File: src/rtl/top.sv
// rtl/top.sv - self-contained dot-product engine: pipelined MAC over constant vectors, nibble-serial result display
module top #(
    parameter int VEC_LEN = 8,
    parameter int DW      = 4,
    parameter int ACC_W   = 12
) (
    input  logic       clk,
    input  logic       rst,
    output logic [3:0] out
);
    localparam int IDX_W = 4;
    localparam int NIB   = ACC_W / 4;
    localparam int PTR_W = (NIB > 1) ? $clog2(NIB) : 1;

    typedef enum logic [1:0] {
        IDLE  = 2'd0,
        RUN   = 2'd1,
        DRAIN = 2'd2,
        DONE  = 2'd3
    } state_t;

    state_t             state_q, state_d;
    logic [IDX_W-1:0]   idx_q, idx_d;
    logic [2*DW-1:0]    prod_q, prod_d;
    logic               prod_v_q, prod_v_d;
    logic [ACC_W-1:0]   acc_q, acc_d;
    logic [PTR_W-1:0]   ptr_q, ptr_d;
    logic [3:0]         out_q, out_d;

    logic [DW-1:0]      a_op, b_op;

    // Operands are generated from the index rather than stored: A[i]=i+1, B[i]=VEC_LEN-i.
    assign a_op = DW'({1'b0, idx_q} + 5'd1);
    assign b_op = DW'(5'(VEC_LEN) - {1'b0, idx_q});

    always_ff @(posedge clk) begin
        if (rst) begin
            state_q  <= IDLE;
            idx_q    <= '0;
            prod_q   <= '0;
            prod_v_q <= 1'b0;
            acc_q    <= '0;
            ptr_q    <= '0;
            out_q    <= '0;
        end else begin
            state_q  <= state_d;
            idx_q    <= idx_d;
            prod_q   <= prod_d;
            prod_v_q <= prod_v_d;
            acc_q    <= acc_d;
            ptr_q    <= ptr_d;
            out_q    <= out_d;
        end
    end

    always_comb begin
        state_d  = state_q;
        idx_d    = idx_q;
        prod_d   = prod_q;
        prod_v_d = prod_v_q;
        acc_d    = acc_q;
        ptr_d    = ptr_q;
        out_d    = 4'd0;

        // Accumulate stage runs independently of state, one cycle behind the multiplier.
        if (prod_v_q) begin
            acc_d = acc_q + ACC_W'(prod_q);
        end

        unique case (state_q)
            IDLE: begin
                state_d = RUN;
            end
            RUN: begin
                prod_d   = {{DW{1'b0}}, a_op} * {{DW{1'b0}}, b_op};
                prod_v_d = 1'b1;
                if (idx_q == IDX_W'(VEC_LEN - 1)) begin
                    idx_d   = '0;
                    state_d = DRAIN;
                end else begin
                    idx_d = idx_q + 1'b1;
                end
            end
            DRAIN: begin
                prod_v_d = 1'b0;
                state_d  = DONE;
            end
            DONE: begin
                out_d = acc_q[4*ptr_q +: 4];
                if (ptr_q == PTR_W'(NIB - 1)) begin
                    ptr_d = '0;
                end else begin
                    ptr_d = ptr_q + 1'b1;
                end
            end
            default: begin
                state_d = IDLE;
            end
        endcase
    end

    assign out = out_q;

endmodule

File: config.mk
export PLATFORM = sky130hd
export DESIGN_NAME = top
export DESIGN_NICKNAME = d
export VERILOG_FILES = /design/src/rtl/top.sv
export SDC_FILE = /design/constraint.sdc
export NUM_CORES = 1
export LEC_CHECK = 0
export BUFFER_PORTS_ARGS = -buffer_cell sky130_fd_sc_hd__buf_2
export CAP_MARGIN = 40
export CORE_ASPECT_RATIO = 0.6
export CORE_MARGIN = 2
export CORE_UTILIZATION = 55
export CTS_BUF_LIST = sky130_fd_sc_hd__clkbuf_2 sky130_fd_sc_hd__clkbuf_4 sky130_fd_sc_hd__clkbuf_8
export CTS_CLUSTER_SIZE = 40
export DETAILED_ROUTE_END_ITERATION = 10
export HOLD_SLACK_MARGIN = 0.06
export PLACE_DENSITY = 0.81
export SLEW_MARGIN = 20
export SYNTH_ARGS = -nofsm -noshare
export SYNTH_HDL_FRONTEND = slang
export SYNTH_SLANG_ARGS = --single-unit
export TNS_END_PERCENT = 10
File: constraint.sdc
create_clock -name clk -period 4.7 [get_ports clk]
set_input_delay 0.47 -clock clk [delete_from_list [all_inputs] [get_ports clk]]
set_output_delay 0.47 -clock clk [all_outputs]
set_load 0.005 [all_outputs]
# Yosys cells after proc, flatten, opt, wreduce, memory -nomap -nowiden

Index checks and enable logic that the tools add are counted.
Widths: inputs -> output; s select.

Bits in registers: 33
Input bits: 2
Output and inout port bits: 4
Logic and storage cells: 31

$add $sub $neg: 5
Multipliers: 1
Equality and inequality tests: 6
Shifts and indexed selects: 1
Muxes and demuxes: 5
Bitwise logic cells: 1
Reductions and logical operators: 5

Operator list:

| cell                | number |
|---|---|
| $add 12x8->12       | 1 |
| $shiftx 12x5->4     | 1 |
| $add 4x1->4 const B | 2 |
| $mul 4x4->8         | 1 |
| $eq 2x2->1 const B  | 3 |
| $pmux 2 s3          | 1 |
| $eq 4x3->1 const B  | 1 |
| $mux 2              | 2 |
| $mux 4              | 1 |
| $sub 4x4->4 const A | 1 |
| $reduce_bool 3->1   | 1 |
| $add 2x1->2 const B | 1 |
| $eq 2x1->1 const B  | 1 |
| $logic_not 2->1     | 1 |
| $ne 2x2->1 const B  | 1 |
| $pmux 1 s2          | 1 |
| $reduce_and 2->1    | 1 |
| $reduce_bool 2->1   | 1 |
| $reduce_or 2->1     | 1 |
| $not 1->1           | 1 |

# Logic depth before layout (Yosys ltp)

Gate-level depths: netlist (run 1).

Word-level depth: 3
Depth in mapped cells: 15
Gate-level depth less buffers: 14

# Worst setup path after synthesis (run 1)

No wires, ideal clock.

Path type: register -> register
Start: register idx_q[1]
End: register prod_q[6]
Setup time: 95 ps
Arrival time: 3521 ps
Data required time: 4605 ps
Setup slack: 1083 ps
Cell stages (with the launch flop): 15
Buffers on the path: 1
Clock period less this slack: 3617 ps
Path through: dfxtp_1 clkbuf_1 inv_1 ha_1 o21ai_0 fa_1 inv_1 fa_1 inv_1 fa_1 inv_1 a21o_1 a21oi_1 or4b_1 o311ai_1

Word-level cells in the longest chain between the ends: 2
Elaborated cells between the ends (all ways): 3
Classes of those cells: add/sub (2); mul (1)

Ends and longest elaborated chain:

| item                                              | line   | source |
|---|---|---|
| start, declared                                   | 23     | `logic [IDX_W-1:0] idx_q, idx_d;` |
| start signal, assigned                            | 47     | `idx_q <= idx_d;` |
| $add 4x1->4 / $sub 4x4->4 (equally long branches) | 33, 34 |  |
| $mul 4x4->8 *                                     | 75     | `prod_d = {{DW{1'b0}}, a_op} * {{DW{1'b0}}, b_op};` |
| end signal, assigned                              | 48     | `prod_q <= prod_d;` |
| end, declared                                     | 24     | `logic [2*DW-1:0] prod_q, prod_d;` |

Mark *: on every way between the ends. The rest lies on a longest branch, timed or not.
A chain may end at the register's enable or synchronous reset.

# Worst setup path in the final report (run 1)

Start: register idx_q[0]
End: register prod_q[6]

Same word-level chain as after synthesis.

==> summary.txt, run 1 <==
Outcome
  – Status: completed

Power and ir drop
  – Comb power frac: 39.3%
  – Internal power: 0.565 mW
  – Tot Pwr: 0.940 mW
  – NetSw: 0.375 mW
  – Clock Power Share: 22.6%
  – Worst vdd ir: 0.347 mV
  – Switching Share: 39.9%
  – Leak Pwr: 1.02 nW
  – PwrDens: 410 nW/um^2
  – Flop pwr share: 38.2%

Route
  – Final WL: 4.19 mm
  – Drt drc: 0
  – Via count: 1704
  – Drt wl/cell: 13.9 um
  – Router iterations before antenna repair: 4
  – Via-to-Cell Ratio: 5.66
  – Remaining antenna violation count: 0
  – DRT iter0 DRCs: 97

STA
  – Slew HR: 53.3%
  – Setup Skew: 2.86 ps
  – Worst-Margin Slew: 701 ps
  – Hold Worst Slack: 483 ps
  – Final setup viols: 0
  – Final Cycle Share: 82.9%
  – Setup TNS: 0 ps
  – Crit path time final: 3890 ps
  – Post-route setup slack: 805 ps
  – Final Hold Vio Count: 0
  – RSZ-0062 raised after global routing: no
  – Max-slew violations: 0
  – Fmax: 0.257 GHz

Setup path
  – Req. time, crit path: 4890 ps
  – CP max FO: 10
  – WS Path Type: flip-flop to flip-flop
  – Worst EP arrival: 4080 ps
  – Startpoint types: flip-flop
  – Critical Path Sink Type: flip-flop

Yosys
  – Synth Area per Inst: 8.57 sq um
  – Yosys cell types: 39
  – Synth Area in Compound Gates: 13.5%
  – Register area share after synthesis: 28.7%
  – Simple-gate share of the synthesized area: 19.8%
  – Post-synth net total: 285
  – Adder-cell share of the synthesized area: 19.7%
  – Syn Inst Count: 252
  – Synth Cell Area: 2160 sq um
  – Yosys reg bits: 31
  – Synth Flop Type: dfxtp_1
  – Post-synthesis mux area share: 6.95%
  – Async S/R FF share, synth: 0%
  – Xor and xnor fraction of the mapped netlist area: 6.49%
  – Combinational family with the most area after synthesis: simple AND/OR/NAND/NOR gates
  – Post-synth EDFFs: 0
  – Warnings from Yosys: 0

Clock tree
  – Post-CTS Hold Buffers: 0
  – Htree depth: 2
  – Worst skew pair latency: 290 ps
  – Resize count post-CTS: 0
  – Post-CTS Setup Repair Bufs: 0
  – Num CTS Buffers: 5
  – Root buf cell: clkbuf_8
  – Clock Pin Slew Worst Setup and Hold Paths: 70 ps
  – Clock sinks: 31
  – CTS tree: built
  – Clock Path Buffers: 2

Cells and area
  – Multi-input logic area: 1440 sq um
  – Final instance area: 2290 sq um
  – Filler Cells Inserted: 320
  – Final nets: 286
  – Share of layout cells above drive strength 1: 5.91%
  – Commonest non-fill, non-tap cells in the layout: nor2_1 (31), dfxtp_1 (31), ha_1 (26)
  – P&R area growth vs syn: 6.08%
  – Storage cell area: 621 sq um
  – Util after Layout: 61.6%
  – Non-filler cells, final: 301
  – Diodes inserted: 0

GRT
  – Initial antenna violation count: 0
  – First-pass GRT wire length: 7.48 mm
  – Grt ovf: 0
  – Largest net degree at the start of global routing: 34
  – Number of global-route vias before repair: 1575
  – Overall Global Routing Usage: 21.9%

Floorplan
  – Io pins: 6
  – Die Width: 84.9 um
  – Chip Height: 52.6 um
  – Core footprint: 3720 sq um
  – Starting density of the core: 58.1%
  – Cell row count: 17
  – Total Die Area: 4460 sq um

Placement
  – Dpl ws: 877 ps
  – Instance area after placement: 2200 sq um
  – RD Place Congestion: 0.831
  – Placed cell count: 293
  – PortBufs: 5
  – Hpwl dp: 3.18 mm

Run
  – Max-cap violation count: 0

Min path
  – Worst hold path type: flip-flop to flip-flop
-- Yosys cell counts (6+ instances only) --
library cell   n  area share, %
nand3_1        6            1.4
ha_1          26             15
inv_1         17            3.0
a21oi_1       14            3.2
dfxtp_1       31             29
xnor2_1       10            4.1
nor2_1        31            5.4
and2_1        10            2.9
mux2i_1       15            6.9
xor2_1         6            2.4
clkbuf_1       8            1.4
nand2_1       19            3.3
-- flip-flops by register name, indices dropped and copies added (netlist names) --
signal,count
acc_q,11
idx_q,4
out,4
prod_q,7
prod_v_q,1
ptr_q,2
state_q,2
-- metal layers --
layer  global-route usage (%)  part of all wire, %  routed length [um]
met1                     33.7                   55                2310
met2                     30.1                   38                1600
met3                     5.20                  5.7                 237
met4                     6.35                 0.76                  32
met5                        0                    0                   0
-- worst paths after layout --
| check | endpoint | from | depth (start not counted) | slack, ps |
|---|---|---|---|---|
| max reg2reg | prod_q[6]$_SDFFE_PP0P_ | idx_q[0]$_SDFFE_PP0P_ | 13 | 810 |
| min reg2reg | acc_q[11]$_SDFFE_PP0P_ | acc_q[11]$_SDFFE_PP0P_ | 2 | 480 |
| min | acc_q[11]$_SDFFE_PP0P_ | acc_q[11]$_SDFFE_PP0P_ | 2 | 480 |
| max | prod_q[6]$_SDFFE_PP0P_ | idx_q[0]$_SDFFE_PP0P_ | 13 | 810 |
-- final cells by class --
type	instances	area share, %
timing repair buffer	5	1.09
multi-input combinational	193	62.6
inverter	17	2.78
clock buffer	6	3.33
clock inverter	2	0.546
sequential	31	27.1
tap	47	2.57
-- worst max-delay path: stages, from the launching register on --
cell,delay [ps]
dfxtp_1,520
inv_1,210
ha_1,410
o21ai_0,170
fa_1,530
inv_1,60
fa_1,560
inv_1,60
fa_1,450
inv_1,70
a21o_1,110
a21oi_1,70
or4b_1,480
o311ai_1,110
-- power by group through the flow --
stage               clock, mW  combinational, mW  sequential, mW
detailed placement          0              0.366           0.363
global route            0.229              0.424           0.367
finish                  0.212              0.369           0.359
global placement            0              0.353           0.361
floorplan                   0              0.316           0.332
CTS                     0.217              0.368           0.358
-- logic make-up (layout without fill, tap and decap cells) --
logic type               count (synthesis)  in the layout
XOR/XNOR                                16             16
multiplexers                            15             15
adder cells (fa/ha/maj)                 31             31
buffers and inverters                   28             30
AO/OA/AOI/OAI                           44             44
AND/OR/NAND/NOR                         87             87
flip-flops                              31             31
(Power assumes the default switching activity.)
==> run 2: changes to the inputs <==
==> constraint.sdc (replaced) <==
create_clock -name clk -period 4 [get_ports clk]
set_input_delay 0.4 -clock clk [delete_from_list [all_inputs] [get_ports clk]]
set_output_delay 0.4 -clock clk [all_outputs]
set_load 0.005 [all_outputs]
==> summary.txt, run 2 (synthesized netlist as in run 1, its figures left out) <==
Power and ir drop
  – PwrDens: 508 nW/um^2
  – Switching Share: 37.4%
  – NetSw: 0.445 mW
  – Comb power frac: 37.2%
  – Worst vdd ir: 0.401 mV
  – Clock Power Share: 27.1%
  – Flop pwr share: 35.8%
  – Leak Pwr: 1.05 nW
  – Tot Pwr: 1.19 mW
  – Internal power: 0.744 mW

Clock tree
  – CTS tree: built
  – Root buf cell: clkbuf_8
  – Htree depth: 2
  – Num CTS Buffers: 5
  – Post-CTS Setup Repair Bufs: 0
  – Clock Path Buffers: 2
  – Clock Pin Slew Worst Setup and Hold Paths: 70 ps
  – Clock sinks: 31
  – Worst skew pair latency: 290 ps

Setup path
  – Most used cell, CP: inv_1
  – Req. time, crit path: 4200 ps
  – Worst reg-to-reg path cell count: 13
  – Worst reg2reg endpoint: prod_q[6]$_SDFFE_PP0P_
  – Worst path max stage delay: 560 ps
  – Critical path cell sequence: inv_1 -> ha_1 -> o21ai_0 -> fa_1 -> inv_1 -> fa_1 -> inv_1 -> fa_1 -> inv_1 -> a21o_1 -> a21oi_1 -> or4b_1 -> o311ai_1
  – CP max FO: 11
  – Setup slack, reg-to-reg: 300 ps
  – Worst path slowest cell: fa_1
  – Critical Path Sink Type: flip-flop
  – Worst EP arrival: 3890 ps
  – Worst reg2reg startpoint: idx_q[1]$_SDFFE_PP0P_
  – WS Path Type: flip-flop to flip-flop
  – Startpoint types: flip-flop

Floorplan
  – Cell row count: 17
  – Total Die Area: 4460 sq um
  – Die Width: 84.9 um
  – Io pins: 6
  – Core footprint: 3720 sq um
  – Chip Height: 52.6 um
  – Starting density of the core: 58.1%

Placement
  – Instance area after placement: 2220 sq um
  – RD Place Congestion: 0.904
  – Placed cell count: 295
  – Hpwl dp: 3.33 mm
  – PortBufs: 5

Cells and area
  – Share of layout cells above drive strength 1: 7.42%
  – P&R area growth vs syn: 8.22%
  – Filler Cells Inserted: 333
  – Max reg flops: 11
  – Reg with most FFs: acc_q
  – Final instance area: 2340 sq um
  – Most common cell after layout, fill and taps aside: nor2_1
  – Top Registers: acc_q: 11 flops, prod_q: 7 flops
  – Non-filler cells, final: 303
  – Final nets: 288
  – Diodes inserted: 0
  – Storage cell area: 623 sq um
  – Multi-input logic area: 1440 sq um
  – Commonest non-fill, non-tap cells in the layout: nor2_1 (31), dfxtp_1 (29), ha_1 (26)

Outcome
  – Status: completed

STA
  – Final Hold Vio Count: 0
  – Slew HR: 48.8%
  – Final Cycle Share: 92.4%
  – Worst-Margin Slew: 769 ps
  – Hold Worst Slack: 492 ps
  – Crit path time final: 3700 ps
  – Final setup viols: 0
  – RSZ-0062 raised after global routing: no
  – Setup TNS: 0 ps
  – Setup Skew: 2.52 ps
  – Fmax: 0.270 GHz
  – Max-slew violations: 0

Min path
  – Worst hold path endpoint: acc_q[11]$_SDFFE_PP0P_
  – Min-Delay Path Depth: 2
  – HP Start: acc_q[11]$_SDFFE_PP0P_
  – Worst hold path type: flip-flop to flip-flop

Route
  – Final WL: 4.48 mm
  – DRT iter0 DRCs: 99
  – Via-to-Cell Ratio: 5.65
  – Router iterations before antenna repair: 5
  – Via count: 1711
  – Drt drc: 0
  – Drt wl/cell: 14.8 um
  – Remaining antenna violation count: 0

GRT
  – Number of global-route vias before repair: 1622
  – First-pass GRT wire length: 7.77 mm
  – Largest net degree at the start of global routing: 34
  – Overall Global Routing Usage: 23.1%
  – Grt ovf: 0
  – Initial antenna violation count: 0

Run
  – Max-cap violation count: 0
-- run 2: cell count changes in the layout (fill, tap and decap cells not counted), sizes merged --
cell and delta:
buf +2, clkinvlp -1, bufinv +1
-- run 2: critical path: cells and delay by family, from the launching register on --
| kind | cells | cell delay (ps) |
|---|---|---|
| fa+ha+maj | 4 | 1930 |
| simple gates | 1 | 480 |
| compound gates | 4 | 470 |
| flops | 1 | 450 |
| buf+inv | 4 | 280 |
-- run 2: layout make-up --
class,count,area share (%)
Clock inverter,2,1.50
Sequential cell,31,26.6
Timing Repair Buffer,7,1.71
Clock buffer,6,3.53
Tap cell,47,2.51
Multi-Input combinational cell,193,61.4
Inverter,17,2.73
-- run 2: timing repair --
item,CTS,global route
hold buffers,0,0
gates resized for setup,0,2
endpoints found under the setup margin,0,2
-- run 2: worst max path at each step --
| stage | from | to | slack, ps | cells after the start |
|---|---|---|---|---|
| CTS | idx_q[1]$_SDFFE_PP0P_ | prod_q[6]$_SDFFE_PP0P_ | 170 | 13 |
| global placement | idx_q[1]$_SDFFE_PP0P_ | prod_q[6]$_SDFFE_PP0P_ | 350 | 13 |
| floorplan | idx_q[1]$_SDFFE_PP0P_ | prod_q[6]$_SDFFE_PP0P_ | 380 | 14 |
| global route | idx_q[1]$_SDFFE_PP0P_ | prod_q[6]$_SDFFE_PP0P_ | 70 | 13 |
| finish | idx_q[1]$_SDFFE_PP0P_ | prod_q[6]$_SDFFE_PP0P_ | 300 | 13 |
| detailed placement | idx_q[1]$_SDFFE_PP0P_ | prod_q[6]$_SDFFE_PP0P_ | 190 | 13 |
-- run 2: power by group through the flow --
| stage | sequential [mW] | combinational, mW | clock, mW |
|---|---|---|---|
| 5_1_grt | 0.433 | 0.518 | 0.339 |
| 3_5_place_dp | 0.428 | 0.441 | 0 |
| 6_report | 0.425 | 0.442 | 0.322 |
| 3_3_place_gp | 0.424 | 0.415 | 0 |
| 2_1_floorplan | 0.390 | 0.372 | 0 |
| 4_1_cts | 0.421 | 0.440 | 0.328 |
-- run 2: metrics by stage --
| step | utilization [%] | setup slack (ps) |
|---|---|---|
| 2_1_floorplan | - | 383 |
| 3_3_place_gp | 59.6 | 352 |
| 3_5_place_dp | 59.6 | 191 |
| 4_1_cts | 62.8 | 166 |
| 5_1_grt | 62.8 | 66.0 |
| 6_report | 62.8 | 303 |
-- run 2: per-layer routing --
metal	track usage [%]	vias to the layer above	part of all wire [%]
met4	7.41	0	1.2
met5	0	-	0
li1	-	872	-
met1	32.1	793	53
met3	8.19	9	6.0
met2	33.6	37	40
